$ cat config.mk
export PLATFORM = sky130hd
export DESIGN_NAME = temp_calc_seq
export DESIGN_NICKNAME = d
export VERILOG_FILES = /design/src/rtl/temp_calc_seq.sv
export SDC_FILE = /design/constraint.sdc
export NUM_CORES = 1
export LEC_CHECK = 0
export BUFFER_PORTS_ARGS = -buffer_cell sky130_fd_sc_hd__buf_2
export CAP_MARGIN = 10
export CORE_MARGIN = 1.5
export CORE_UTILIZATION = 50
export DETAILED_ROUTE_END_ITERATION = 10
export PLACE_DENSITY = 0.77
export SLEW_MARGIN = 20
export SYNTH_ARGS = -nofsm -noshare
export SYNTH_HDL_FRONTEND = slang
export SYNTH_SLANG_ARGS = --single-unit
$ cat constraint.sdc
create_clock -name clk -period 5.15 [get_ports clk]
set_clock_uncertainty 0.2 [all_clocks]
set_input_delay 0.7725 -clock clk [delete_from_list [all_inputs] [get_ports clk]]
set_output_delay 0.7725 -clock clk [all_outputs]
set_load 0.01 [all_outputs]
$ cat src/rtl/temp_calc_seq.sv
// Sequential temperature calculator: tempc = base +/- ((ref^2 * |adc|) >> SHIFT),
// computed with an iterative shift-add datapath behind valid/ready handshakes.
module temp_calc_seq #(
  parameter int ADC_W = 16,
  parameter int REF_W = 8,
  parameter int OUT_W = 32,
  parameter int SHIFT = 6,
  parameter int NCH   = 4,
  parameter int SAT   = 0,
  localparam int CH_W = (NCH > 1) ? $clog2(NCH) : 1
) (
  input  logic             clk,
  input  logic             rst,
  input  logic             in_valid,
  output logic             in_ready,
  input  logic [CH_W-1:0]  in_ch,
  input  logic [OUT_W-1:0] tc_base,
  input  logic [REF_W-1:0] tc_ref,
  input  logic [ADC_W-1:0] adc_data,
  output logic             out_valid,
  input  logic             out_ready,
  output logic [CH_W-1:0]  out_ch,
  output logic [OUT_W-1:0] tempc,
  output logic             ovf,
  output logic [2:0]       dbg_state
);

  // Handshake: a transfer happens on a rising edge where valid and ready are both high;
  // valid never depends combinationally on ready, and held outputs stay stable until taken.

  localparam int P_W   = 2 * REF_W + ADC_W - 1;
  localparam int MAG_W = ADC_W - 1;
  localparam int MPL_W = (REF_W > MAG_W) ? REF_W : MAG_W;
  localparam int CNT_W = $clog2(MPL_W + 1);
  localparam int MAXW  = (P_W > OUT_W) ? P_W : OUT_W;

  localparam logic [2:0] S_IDLE = 3'd0;
  localparam logic [2:0] S_SQ   = 3'd1;
  localparam logic [2:0] S_MUL  = 3'd2;
  localparam logic [2:0] S_ACC  = 3'd3;
  localparam logic [2:0] S_DONE = 3'd4;

  logic [2:0]       state_q, state_d;
  logic [CNT_W-1:0] cnt_q, cnt_d;
  logic [CH_W-1:0]  ch_q, ch_d;
  logic [OUT_W-1:0] base_q, base_d;
  logic             sign_q, sign_d;
  logic [MAG_W-1:0] mag_q, mag_d;
  logic [MPL_W-1:0] mplier_q, mplier_d;
  logic [P_W-1:0]   mcand_q, mcand_d;
  logic [P_W-1:0]   acc_q, acc_d;
  logic [OUT_W-1:0] tempc_q, tempc_d;
  logic [CH_W-1:0]  out_ch_q, out_ch_d;
  logic             ovf_q, ovf_d;
  logic             out_valid_q, out_valid_d;

  logic [P_W-1:0]   step_sum;
  logic [P_W-1:0]   shifted;
  logic [MAXW-1:0]  wide;
  logic [OUT_W-1:0] corr;
  logic [OUT_W-1:0] res;
  logic             res_ovf;

  assign step_sum = acc_q + (mplier_q[0] ? mcand_q : '0);
  assign shifted  = acc_q >> SHIFT;
  assign wide     = MAXW'(shifted);
  assign corr     = wide[OUT_W-1:0];
  assign res      = sign_q ? (base_q - corr) : (base_q + corr);

  // Overflow direction always follows the sign of the base operand.
  always_comb begin
    if (sign_q) begin
      res_ovf = (base_q[OUT_W-1] != corr[OUT_W-1]) && (res[OUT_W-1] != base_q[OUT_W-1]);
    end else begin
      res_ovf = (base_q[OUT_W-1] == corr[OUT_W-1]) && (res[OUT_W-1] != base_q[OUT_W-1]);
    end
  end

  always_comb begin
    state_d     = state_q;
    cnt_d       = cnt_q;
    ch_d        = ch_q;
    base_d      = base_q;
    sign_d      = sign_q;
    mag_d       = mag_q;
    mplier_d    = mplier_q;
    mcand_d     = mcand_q;
    acc_d       = acc_q;
    tempc_d     = tempc_q;
    out_ch_d    = out_ch_q;
    ovf_d       = ovf_q;
    out_valid_d = out_valid_q;
    case (state_q)
      S_IDLE: begin
        if (in_valid) begin
          ch_d     = in_ch;
          base_d   = tc_base;
          sign_d   = adc_data[ADC_W-1];
          mag_d    = adc_data[ADC_W-2:0];
          mplier_d = MPL_W'(tc_ref);
          mcand_d  = P_W'(tc_ref);
          acc_d    = '0;
          cnt_d    = CNT_W'(REF_W - 1);
          state_d  = S_SQ;
        end
      end
      S_SQ: begin
        acc_d    = step_sum;
        mcand_d  = mcand_q << 1;
        mplier_d = mplier_q >> 1;
        cnt_d    = cnt_q - 1'b1;
        if (cnt_q == '0) begin
          // The finished square becomes the multiplicand for the magnitude pass.
          mcand_d  = step_sum;
          mplier_d = MPL_W'(mag_q);
          acc_d    = '0;
          cnt_d    = CNT_W'(MAG_W - 1);
          state_d  = S_MUL;
        end
      end
      S_MUL: begin
        acc_d    = step_sum;
        mcand_d  = mcand_q << 1;
        mplier_d = mplier_q >> 1;
        cnt_d    = cnt_q - 1'b1;
        if (cnt_q == '0) begin
          state_d = S_ACC;
        end
      end
      S_ACC: begin
        ovf_d = res_ovf;
        if ((SAT != 0) && res_ovf) begin
          tempc_d = base_q[OUT_W-1] ? {1'b1, {(OUT_W-1){1'b0}}} : {1'b0, {(OUT_W-1){1'b1}}};
        end else begin
          tempc_d = res;
        end
        out_ch_d    = ch_q;
        out_valid_d = 1'b1;
        state_d     = S_DONE;
      end
      S_DONE: begin
        if (out_ready) begin
          out_valid_d = 1'b0;
          state_d     = S_IDLE;
        end
      end
      default: state_d = S_IDLE;
    endcase
  end

  always_ff @(posedge clk or posedge rst) begin
    if (rst) begin
      state_q     <= S_IDLE;
      cnt_q       <= '0;
      ch_q        <= '0;
      base_q      <= '0;
      sign_q      <= 1'b0;
      mag_q       <= '0;
      mplier_q    <= '0;
      mcand_q     <= '0;
      acc_q       <= '0;
      tempc_q     <= '0;
      out_ch_q    <= '0;
      ovf_q       <= 1'b0;
      out_valid_q <= 1'b0;
    end else begin
      state_q     <= state_d;
      cnt_q       <= cnt_d;
      ch_q        <= ch_d;
      base_q      <= base_d;
      sign_q      <= sign_d;
      mag_q       <= mag_d;
      mplier_q    <= mplier_d;
      mcand_q     <= mcand_d;
      acc_q       <= acc_d;
      tempc_q     <= tempc_d;
      out_ch_q    <= out_ch_d;
      ovf_q       <= ovf_d;
      out_valid_q <= out_valid_d;
    end
  end

  assign in_ready  = (state_q == S_IDLE);
  assign out_valid = out_valid_q;
  assign out_ch    = out_ch_q;
  assign tempc     = tempc_q;
  assign ovf       = ovf_q;
  assign dbg_state = state_q;

endmodule

==> metrics.txt, run 1 <==
vias in the first global route 8284; global route overflow 0; Worst-Margin Slew 0.952 ns; setup bufs post-CTS 0; Peak Freq 216 MHz; fraction of registers with async set or reset after synthesis 100%; post-synth top area share 40.4%; Reg-to-Reg Start acc_q[8]$_DFFE_PP0P_; Syn Nets 1246; smallest hold slack 0.273 ns; TritonCTS Buffers 17; Setup crit start kind flop; RSZ-0062 raised after global routing false; number of synthesized flops with an enable pin 0; total clock sinks 170; predominant post-synthesis flop cell dfrtp_1; Worst VDD drop 0.000464 V; Seq cells post-synth 170; post-route ant nets 0; area added between synthesis and finish 12.8%; WL/cell 16.6 µm; crit path DAT 4.76 ns; Synth Warn # 0; global-route wire length before repair 40700 µm; share of post-route cells with drive strength above 1 18.1%; Die W 148 µm; via count 8554; outcome complete, no violations; count of cell types in the netlist 70; worst hold path cell count 2; IO buf count 101; Final Critical Period 4.63 ns; crit share post-route 90.0%; deepest clock path buffer count 2; H-tree levels 4; Crit path largest cell delay 0.48 ns; Crit Path Category reg -> reg; row count 52; clock slew at reported path FFs 0.07 ns; most frequent CP cell a21oi_1; total track usage 23.1%; reg-to-reg slack, setup 0.52 ns; Buf+Inv Stages, Crit Path 0; Synth Cell Area 10500 µm²; antenna diode count 0; hpwl dp 17200 µm; Synth area leader dfrtp_1; dpl ws 0.638 ns; max-cap viol count 0; TritonRoute pass-1 iters 5; Resized Gates After CTS 0; CP max-delay cell or3_1; Via-to-Cell Ratio 5.80; Slew headroom 36.5%; final hold violation count 0; total negative slack 0 ns; Worst Hold End tempc[20]$_DFFE_PP0P_; Register Area 4250 µm²; final-layout fill cell count 1786; sequential area share after synthesis 40.4%; Core Footprint 20400 µm²; Post-Syn Area per Cell 9.40 µm²; I/O pins 102; hold buffers post-CTS 0; final setup fails 0; Top Family by Delay on Critical Path compound AO/OA/AOI/OAI gates; Multi-input gate area 5960 µm²; clk_lat worst skew 0.43 ns; PD cells 768 nW/µm²; Initial Utilization 51.5%; initial drt markers 612; Worst Path Required 5.28 ns; r2r endpoint ovf$_DFFE_PP0P_; die footprint 21900 µm²; worst hold start tempc[20]$_DFFE_PP0P_; Final Slew Violations 0; final wirelength 24500 µm; DR DRC count 0; nets 1320; class of the worst hold path reg -> reg; largest net degree at the start of global routing 171; Synth Instances 1119; leakage 5.74 nW; Die Y-Extent 148 µm; Crit Path Max Fanout 7; TritonCTS clock tree done; Synth area leaders dfrtp_1 (40%), ha_1 (7.5%), mux2_2 (5.7%), nand2_1 (4.6%), a21oi_1 (4.3%); worst path cell trace or3_1, nor2_1, and3_1, nand2_1, nor2_1, a21oi_1, xnor2_1, ha_1, a211oi_1, o21ai_0, a21oi_1, o21ai_0, a21oi_1, nand4b_1, a31oi_1, xor2_1, o31ai_1; Setup crit end kind flop; routability cong. 0.889; CTS root buf clkbuf_16; initial antenna violation count 0; fin worst setup slack 0.515 ns; Worst R2R Path Depth 17
how the worst max path moves through the flow:
stage | startpoint | depth (start not counted) | to
floorplan | acc_q[8]$_DFFE_PP0P_ | 17 | ovf$_DFFE_PP0P_
global placement | acc_q[8]$_DFFE_PP0P_ | 17 | ovf$_DFFE_PP0P_
detailed placement | acc_q[8]$_DFFE_PP0P_ | 17 | ovf$_DFFE_PP0P_
CTS | acc_q[8]$_DFFE_PP0P_ | 17 | ovf$_DFFE_PP0P_
global route | acc_q[8]$_DFFE_PP0P_ | 17 | ovf$_DFFE_PP0P_
finish | acc_q[8]$_DFFE_PP0P_ | 17 | ovf$_DFFE_PP0P_
cell usage in the layout, fill, tap and decap left out, types with 4 or more instances in the layout:
master	instances
a211oi_1	8
a21o_1	36
a21oi_1	90
a222oi_1	4
a22o_1	28
a22oi_1	32
a31oi_1	14
and2_1	34
and3_1	8
buf_2	101
buf_4	8
clkbuf_16	17
clkinv_2	4
dfrtp_1	170
ha_1	63
inv_1	31
mux2_2	53
mux2i_1	4
nand2_1	129
nand3_1	9
nand4_1	8
nor2_1	67
nor2b_1	7
nor3_1	20
nor3b_1	5
o211ai_1	4
o21a_1	8
o21ai_0	80
o21bai_1	9
o31ai_1	5
xnor2_1	46
xor2_1	32
metrics by stage:
stage	cell area, µm²	total power [mW]	util, %	cells
finish	11900	9.11	58.1	1476
global route	11900	9.88	58.1	1476
floorplan	10500	6.48	-	1119
global placement	11300	7.57	55.1	1444
CTS	11900	9.12	58.1	1476
detailed placement	11300	7.72	55.1	1444
metal layers:
| metal | global-route usage (%) | vias up | wire length, µm |
|---|---|---|---|
| li1 | - | 4188 | - |
| met1 | 31.4 | 4094 | 11300 |
| met2 | 37.8 | 237 | 11400 |
| met3 | 3.74 | 35 | 1380 |
| met4 | 7.57 | 0 | 493 |
| met5 | 0 | - | 0 |
tightest hold or removal path: stages, from the launching register on:
cell and delay (ns):
dfrtp_1 0.34, nand2_1 0.04, o21ai_0 0.06
registers in the layout, summed over array words and instances (netlist names):
name and cells:
out_valid 1, mag_q 15, tempc 32, base_q 32, mcand_q 31, out_ch 2
cnt_q 4, ch_q 2, acc_q 31, dbg_state 3, ovf 1, sign_q 1
mplier_q 15
cell type report:
| cell class | count | share of cell area, % |
|---|---|---|
| Multi-Input combinational cell | 862 | 50.2 |
| Sequential cell | 170 | 35.8 |
| Timing Repair Buffer | 110 | 4.93 |
| Clock buffer | 19 | 3.73 |
| Tap cell | 270 | 2.85 |
| Clock inverter | 13 | 1.38 |
| Inverter | 32 | 1.04 |
cell usage after synthesis (9+ instances only):
| master | number |
|---|---|
| nand2_1 | 130 |
| a31oi_1 | 14 |
| a21oi_1 | 90 |
| o21ai_0 | 80 |
| nor3_1 | 20 |
| dfrtp_1 | 170 |
| xnor2_1 | 46 |
| inv_1 | 32 |
| ha_1 | 63 |
| nor2_1 | 68 |
| a22oi_1 | 32 |
| a22o_1 | 28 |
| mux2_2 | 53 |
| xor2_1 | 32 |
| o21bai_1 | 9 |
| a211oi_1 | 9 |
| nand3_1 | 9 |
| a21o_1 | 36 |
| and2_1 | 35 |
| clkbuf_1 | 51 |
power breakdown:
part | total [mW] | switching [mW] | internal [mW]
clock network | 1.34 | 0.556 | 0.781
registers | 2.40 | 0.497 | 1.91
logic | 5.37 | 3.09 | 2.28
cell families after synthesis:
family	after synthesis	share of synthesized area (%)
AOI/OAI and AO/OA	349	21.8
xor gates and xnor gates	78	6.49
adders and majority gates	65	7.87
buffers and inverters	87	3.10
DFF	170	40.4
muxes	58	6.27
and+or+nand+nor	312	14.1
No activity file was read; power rests on OpenSTA's default activity.
==> run 2: changes to the inputs <==
Settings changed: PLACE_DENSITY 0.77 to 0.72.
==> metrics.txt, run 2 (synthesis gave the netlist of run 1 again) <==
outcome complete, no violations; Multi-input gate area 5960 µm² (unchanged); Worst VDD drop 0.000282 V (-39%); commonest non-fill, non-tap cell in the layout dfrtp_1; deepest clock path buffer count 2 (unchanged); global route overflow 0 (unchanged); TritonCTS clock tree done; Die W 148 µm (unchanged); IO buf count 101 (unchanged); final-layout fill cell count 1785 (-0.056%); Worst Path Required 5.24 ns (-0.04 ns); nets 1319 (-0.076%); Resized Gates After CTS 0 (unchanged); via count 8514 (-0.47%); crit path DAT 4.66 ns (-0.10 ns); largest net degree at the start of global routing 171 (unchanged); I/O pins 102 (unchanged); switching share of power 45.4% (-0.12 points); clock slew at reported path FFs 0.07 ns (about the same); total track usage 22.8% (-0.29 points); final wirelength 24200 µm (-1.2%); max-cap viol count 0 (unchanged); vias in the first global route 8245 (-0.47%); antenna diode count 0 (unchanged); die footprint 21900 µm² (unchanged); PD cells 767 nW/µm² (-0.10%); Logic pwr share 59.0% (about the same); total negative slack 0 ns (unchanged); Peak Freq 219 MHz (+1.5%); class of the worst hold path reg -> reg; Setup crit end kind flop; routability cong. 0.996 (+12%); RSZ-0062 raised after global routing false; Initial Utilization 51.5% (unchanged); clock network power share 14.5% (-0.2 points); Crit Path Max Fanout 7 (unchanged); Top Family by Delay on Critical Path compound AO/OA/AOI/OAI gates; most frequent CP cell o21ai_0; hold buffers post-CTS 0 (unchanged); hpwl dp 17000 µm (-1.0%); setup bufs post-CTS 0 (unchanged); Register Area 4250 µm² (unchanged); Placed Instances 1443 (-0.069%); TritonRoute pass-1 iters 6 (+1); final hold violation count 0 (unchanged); post-route ant nets 0 (unchanged); CP max-delay cell or3_1; Core Footprint 20400 µm² (unchanged); sequential share of power 26.4% (about the same); area added between synthesis and finish 12.7% (about the same); Final Critical Period 4.57 ns (-0.0678 ns); initial drt markers 531 (-13%); initial antenna violation count 0 (unchanged); worst path cell trace or3_1, nor2_1, and3_1, nand2_1, nor2_1, a21oi_1, xnor2_1, ha_1, a211oi_1, o21ai_0, a21oi_1, o21ai_0, a31oi_1, o21ai_0, a21oi_1, xor2_1, o21ai_0; Setup crit start kind flop; Worst-Margin Slew 0.978 ns (+0.0254 ns); Slew headroom 34.8% (-1.7 points); reg-to-reg slack, setup 0.58 ns (+0.07 ns); leakage 5.73 nW (-0.32%); WL/cell 16.4 µm (-1.1%); Final Slew Violations 0 (unchanged); clk_lat worst skew 0.44 ns (about the same); CTS root buf clkbuf_16; Die Y-Extent 148 µm (unchanged); DR DRC count 0 (unchanged); global-route wire length before repair 40500 µm (-0.54%); most frequent cells in the layout dfrtp_1 (170), nand2_1 (129), buf_2 (101); row count 52 (unchanged); crit share post-route 88.7% (-1.3 points); Crit path largest cell delay 0.47 ns (about the same); TritonCTS Buffers 17 (unchanged); total clock sinks 170 (unchanged); final setup fails 0 (unchanged); Buf+Inv Stages, Crit Path 0 (unchanged); cell internal pwr 4.97 mW (about the same); NetSw 4.13 mW (-0.45%); Via-to-Cell Ratio 5.78 (-0.33%); H-tree levels 4 (unchanged); fin cells 1474 (-0.14%); Crit Path Category reg -> reg; share of post-route cells with drive strength above 1 17.9% (-0.22 points)
[run 2: power groups by stage]
stage / sequential [mW] / combinational, mW / clock (mW)
final: 2.40 / 5.37 / 1.32
after global routing: 2.48 / 5.98 / 1.40
after global placement: 2.40 / 5.16 / 0
after detailed placement: 2.42 / 5.30 / 0
after floorplan: 2.29 / 4.19 / 0
after CTS: 2.41 / 5.35 / 1.35
[run 2: final timing paths]
kind | start | to | cells after the start
setup / recovery | acc_q[8]$_DFFE_PP0P_ | tempc[29]$_DFFE_PP0P_ | 17
hold / removal | tempc[6]$_DFFE_PP0P_ | tempc[6]$_DFFE_PP0P_ | 2
setup reg to reg | acc_q[8]$_DFFE_PP0P_ | tempc[29]$_DFFE_PP0P_ | 17
hold reg to reg | tempc[6]$_DFFE_PP0P_ | tempc[6]$_DFFE_PP0P_ | 2
max in group asynchronous | rst | mcand_q[7]$_DFFE_PP0P_ | 3
min in group asynchronous | rst | tempc[4]$_DFFE_PP0P_ | 3
[run 2: final cells by class]
type | instances | share of cell area [%]
Clock buffer | 21 | 3.88
Clock inverter | 10 | 1.21
Inverter | 32 | 1.04
Multi-Input combinational cell | 862 | 50.3
Sequential cell | 170 | 35.9
Tap cell | 270 | 2.85
Timing Repair Buffer | 109 | 4.87
[run 2: through the flow]
step                      hold slack, ns  utilization [%]  total power [mW]  setup WS, ns  cell area, µm²
after CTS                          0.279             58.0              9.10         0.629           11900
after global placement             0.256             55.1              7.57         0.860           11300
after floorplan                    0.240                -              6.48          1.23           10500
after global routing               0.296             58.0              9.86         0.111           11900
after detailed placement           0.266             55.1              7.73         0.652           11300
final                              0.272             58.0              9.09         0.583           11900
[run 2: metal layers]
layer  vias to the layer above  part of all wire, %  global-route usage [%]
met5                         -                    0                       0
met4                         0                  2.1                    7.18
met3                        37                  4.7                    4.14
met2                       216                   46                    37.0
met1                      4073                   47                    31.1
li1                       4188                    -                       -
[run 2: worst min-delay path, cell delays in order, from the launching register on]
cell     delay [ns]
dfrtp_1        0.33
nand2_1        0.05
o21ai_0        0.06
==> run 3: changes to the inputs <==
Settings changed: ABC_AREA set to 1, CORE_ASPECT_RATIO set to 2, CORE_UTILIZATION 50 to 40, PLACE_DENSITY 0.72 to not set.
==> metrics.txt, run 3 <==
outcome complete, no violations; final setup fails 0 (unchanged); DR DRC count 0 (unchanged); initial antenna violation count 0 (unchanged); initial drt markers 515 (-3.0%); H-tree levels 4 (unchanged); max-cap viol count 0 (unchanged); Synth area leaders dfrtp_1 (36%), nand2_1 (16%), inv_1 (7.5%), ha_1 (6.6%), nor2_1 (4.8%); hold buffers post-CTS 0 (unchanged); Top Family by Delay on Critical Path simple AND/OR/NAND/NOR gates; final-layout fill cell count 3078 (+72%); Setup crit start kind flop; Multi-input gate area 6510 µm² (+9.3%); die footprint 30800 µm² (+40%); largest family of logic cells by synthesized area simple AND/OR/NAND/NOR gates; hpwl dp 28400 µm (+67%); Syn Nets 1789 (+44%); CTS root buf clkbuf_16; Post-Syn Area per Cell 7.14 µm² (-24%); Synth Instances 1662 (+49%); largest net degree at the start of global routing 171 (unchanged); Resized Gates After CTS 0 (unchanged); clk_lat worst skew 0.46 ns (+0.02 ns); TritonRoute pass-1 iters 6 (unchanged); commonest non-fill, non-tap cell in the layout nand2_1; total clock sinks 170 (unchanged); total track usage 23.8% (+1.0 points); Register Area 4250 µm² (unchanged); area added between synthesis and finish 12.5%; deepest clock path buffer count 2 (unchanged); antenna diode count 0 (unchanged); predominant post-synthesis flop cell dfrtp_1; sequential area share after synthesis 35.8% (-4.6 points); Synth Warn # 0 (unchanged); Peak Freq 219 MHz (-0.19%); most frequent cells in the layout nand2_1 (500), inv_1 (235), dfrtp_1 (170); worst path cell trace nor2_1, nand2_1, nor4_1, nand3_1, xor2_1, nand2_1, o21ai_0, ha_1, nand2_1, nor3_1, and3_1, nand2_1, nand3_1, nand2_1, nand3_1, nand2_1; number of synthesized flops with an enable pin 0 (unchanged); Buf+Inv Stages, Crit Path 0 (unchanged); vias in the first global route 11245 (+36%); global route overflow 0 (unchanged); Die Y-Extent 247 µm (+67%); fraction of the mapped netlist area in adder cells 6.98% (-0.89 points); Crit path largest cell delay 0.71 ns (+0.24 ns); IO buf count 101 (unchanged); Worst Path Required 5.30 ns (+0.06 ns); Post-Synth Simple-Gate Area 28.1% (+14 points); setup bufs post-CTS 0 (unchanged); most frequent CP cell nand2_1; global-route wire length before repair 57300 µm (+41%); class of the worst hold path reg -> reg; Initial Utilization 40.4% (-11 points); crit path DAT 4.72 ns (+0.06 ns); TritonCTS clock tree done; post-route ant nets 0 (unchanged); TritonCTS Buffers 17 (unchanged); commonest cells in the netlist nand2_1 (500), inv_1 (236), dfrtp_1 (170), nor2_1 (152), nand3_1 (101); routability cong. 0.953 (-4.3%); top-count cell post-synth nand2_1; share of post-route cells with drive strength above 1 12.1% (-5.7 points); Seq cells post-synth 170 (unchanged); count of cell types in the netlist 44 (-37%); final wirelength 35400 µm (+46%); mux cell area share after synthesis 4.36% (-1.9 points); WL/cell 16.6 µm (+1.2%); clock slew at reported path FFs 0.07 ns (about the same); XOR/XNOR share of the synthesized area 3.76% (-2.7 points); Slew headroom 38.1% (+3.2 points); RSZ-0062 raised after global routing false; Core Footprint 29400 µm² (+44%); via count 10975 (+29%); Via-to-Cell Ratio 5.16 (-11%); Crit Path Category reg -> reg; Setup crit end kind flop; total negative slack 0 ns (unchanged); fraction of registers with async set or reset after synthesis 100% (unchanged); CP max-delay cell nor4_1; crit share post-route 88.8% (+0.17 points); row count 89 (+71%); Final Slew Violations 0 (unchanged); I/O pins 102 (unchanged); Synth Cell Area 11900 µm² (+13%); Final Critical Period 4.58 ns (+0.00863 ns); nets 1878 (+42%); Synth area leader dfrtp_1; final hold violation count 0 (unchanged); Die W 125 µm (-16%); compound-cell area share of the yosys netlist 11.6% (-10 points); Worst-Margin Slew 0.929 ns (-0.0487 ns); Crit Path Max Fanout 5 (-2); post-synth top area share 35.8% (-4.6 points)
run 3: cell count changes after synthesis, moves of 27 or more:
cell | previous run | this run
clkbuf_1 | 51 | 15
xnor2_1 | 46 | 9
a22oi_1 | 32 | 5
and2_1 | 35 | 1
nand2_1 | 130 | 500
nor2_1 | 68 | 152
a21o_1 | 36 | 6
nand3_1 | 9 | 101
inv_1 | 32 | 236
run 3: tightest hold or removal path, cell delays in order (launching register included):
cell,delay [ns]
dfrtp_1,0.35
nand2_1,0.05
nand2_1,0.05
run 3: final cells by class:
class | instances | share of cell area (%)
multi-input combinational | 1210 | 48.8
sequential | 170 | 31.9
inverter | 239 | 6.75
timing repair buffer | 113 | 4.55
tap | 364 | 3.41
clock buffer | 18 | 3.29
clock inverter | 14 | 1.36
run 3: final timing paths:
check	cells past startpoint	slack [ns]	from	end
min in group asynchronous	3	0.37	rst	out_ch[0]$_DFFE_PP0P_
worst min-delay path	2	0.28	out_ch[1]$_DFFE_PP0P_	out_ch[1]$_DFFE_PP0P_
worst max register to register	16	0.57	acc_q[20]$_DFFE_PP0P_	tempc[25]$_DFFE_PP0P_
max in group asynchronous	3	3.69	rst	tempc[29]$_DFFE_PP0P_
worst min register to register	2	0.28	out_ch[1]$_DFFE_PP0P_	out_ch[1]$_DFFE_PP0P_
worst max-delay path	16	0.57	acc_q[20]$_DFFE_PP0P_	tempc[25]$_DFFE_PP0P_
run 3: metrics by stage:
stage	hold slack [ns]	area (µm²)	std cells	setup slack [ns]	utilization [%]
3_5_place_dp	0.262	12700	2096	0.532	43.3
4_1_cts	0.281	13400	2128	0.505	45.4
5_1_grt	0.301	13400	2128	0.380	45.4
2_1_floorplan	0.243	11900	1662	2.01	-
3_3_place_gp	0.257	12700	2096	0.431	43.3
6_report	0.277	13400	2128	0.574	45.4
run 3: logic make-up after synthesis:
group	Yosys count
muxes	46
DFF	170
adders and majority gates	65
buffers and inverters	282
xor gates and xnor gates	51
AOI/OAI and AO/OA	238
and+or+nand+nor	810
run 3: metal layers:
layer | part of all wire, % | GRT usage [%] | vias to the layer above
li1 | - | - | 5532
met1 | 35 | 22.3 | 5136
met2 | 56 | 47.8 | 211
met3 | 2.1 | 3.21 | 96
met4 | 6.2 | 14.5 | 0
met5 | 0 | 0 | -
Power of run 3 is left out: the tool's default activity adds up to more than one toggle a clock period on the data nets, which glitch-free logic cannot reach.
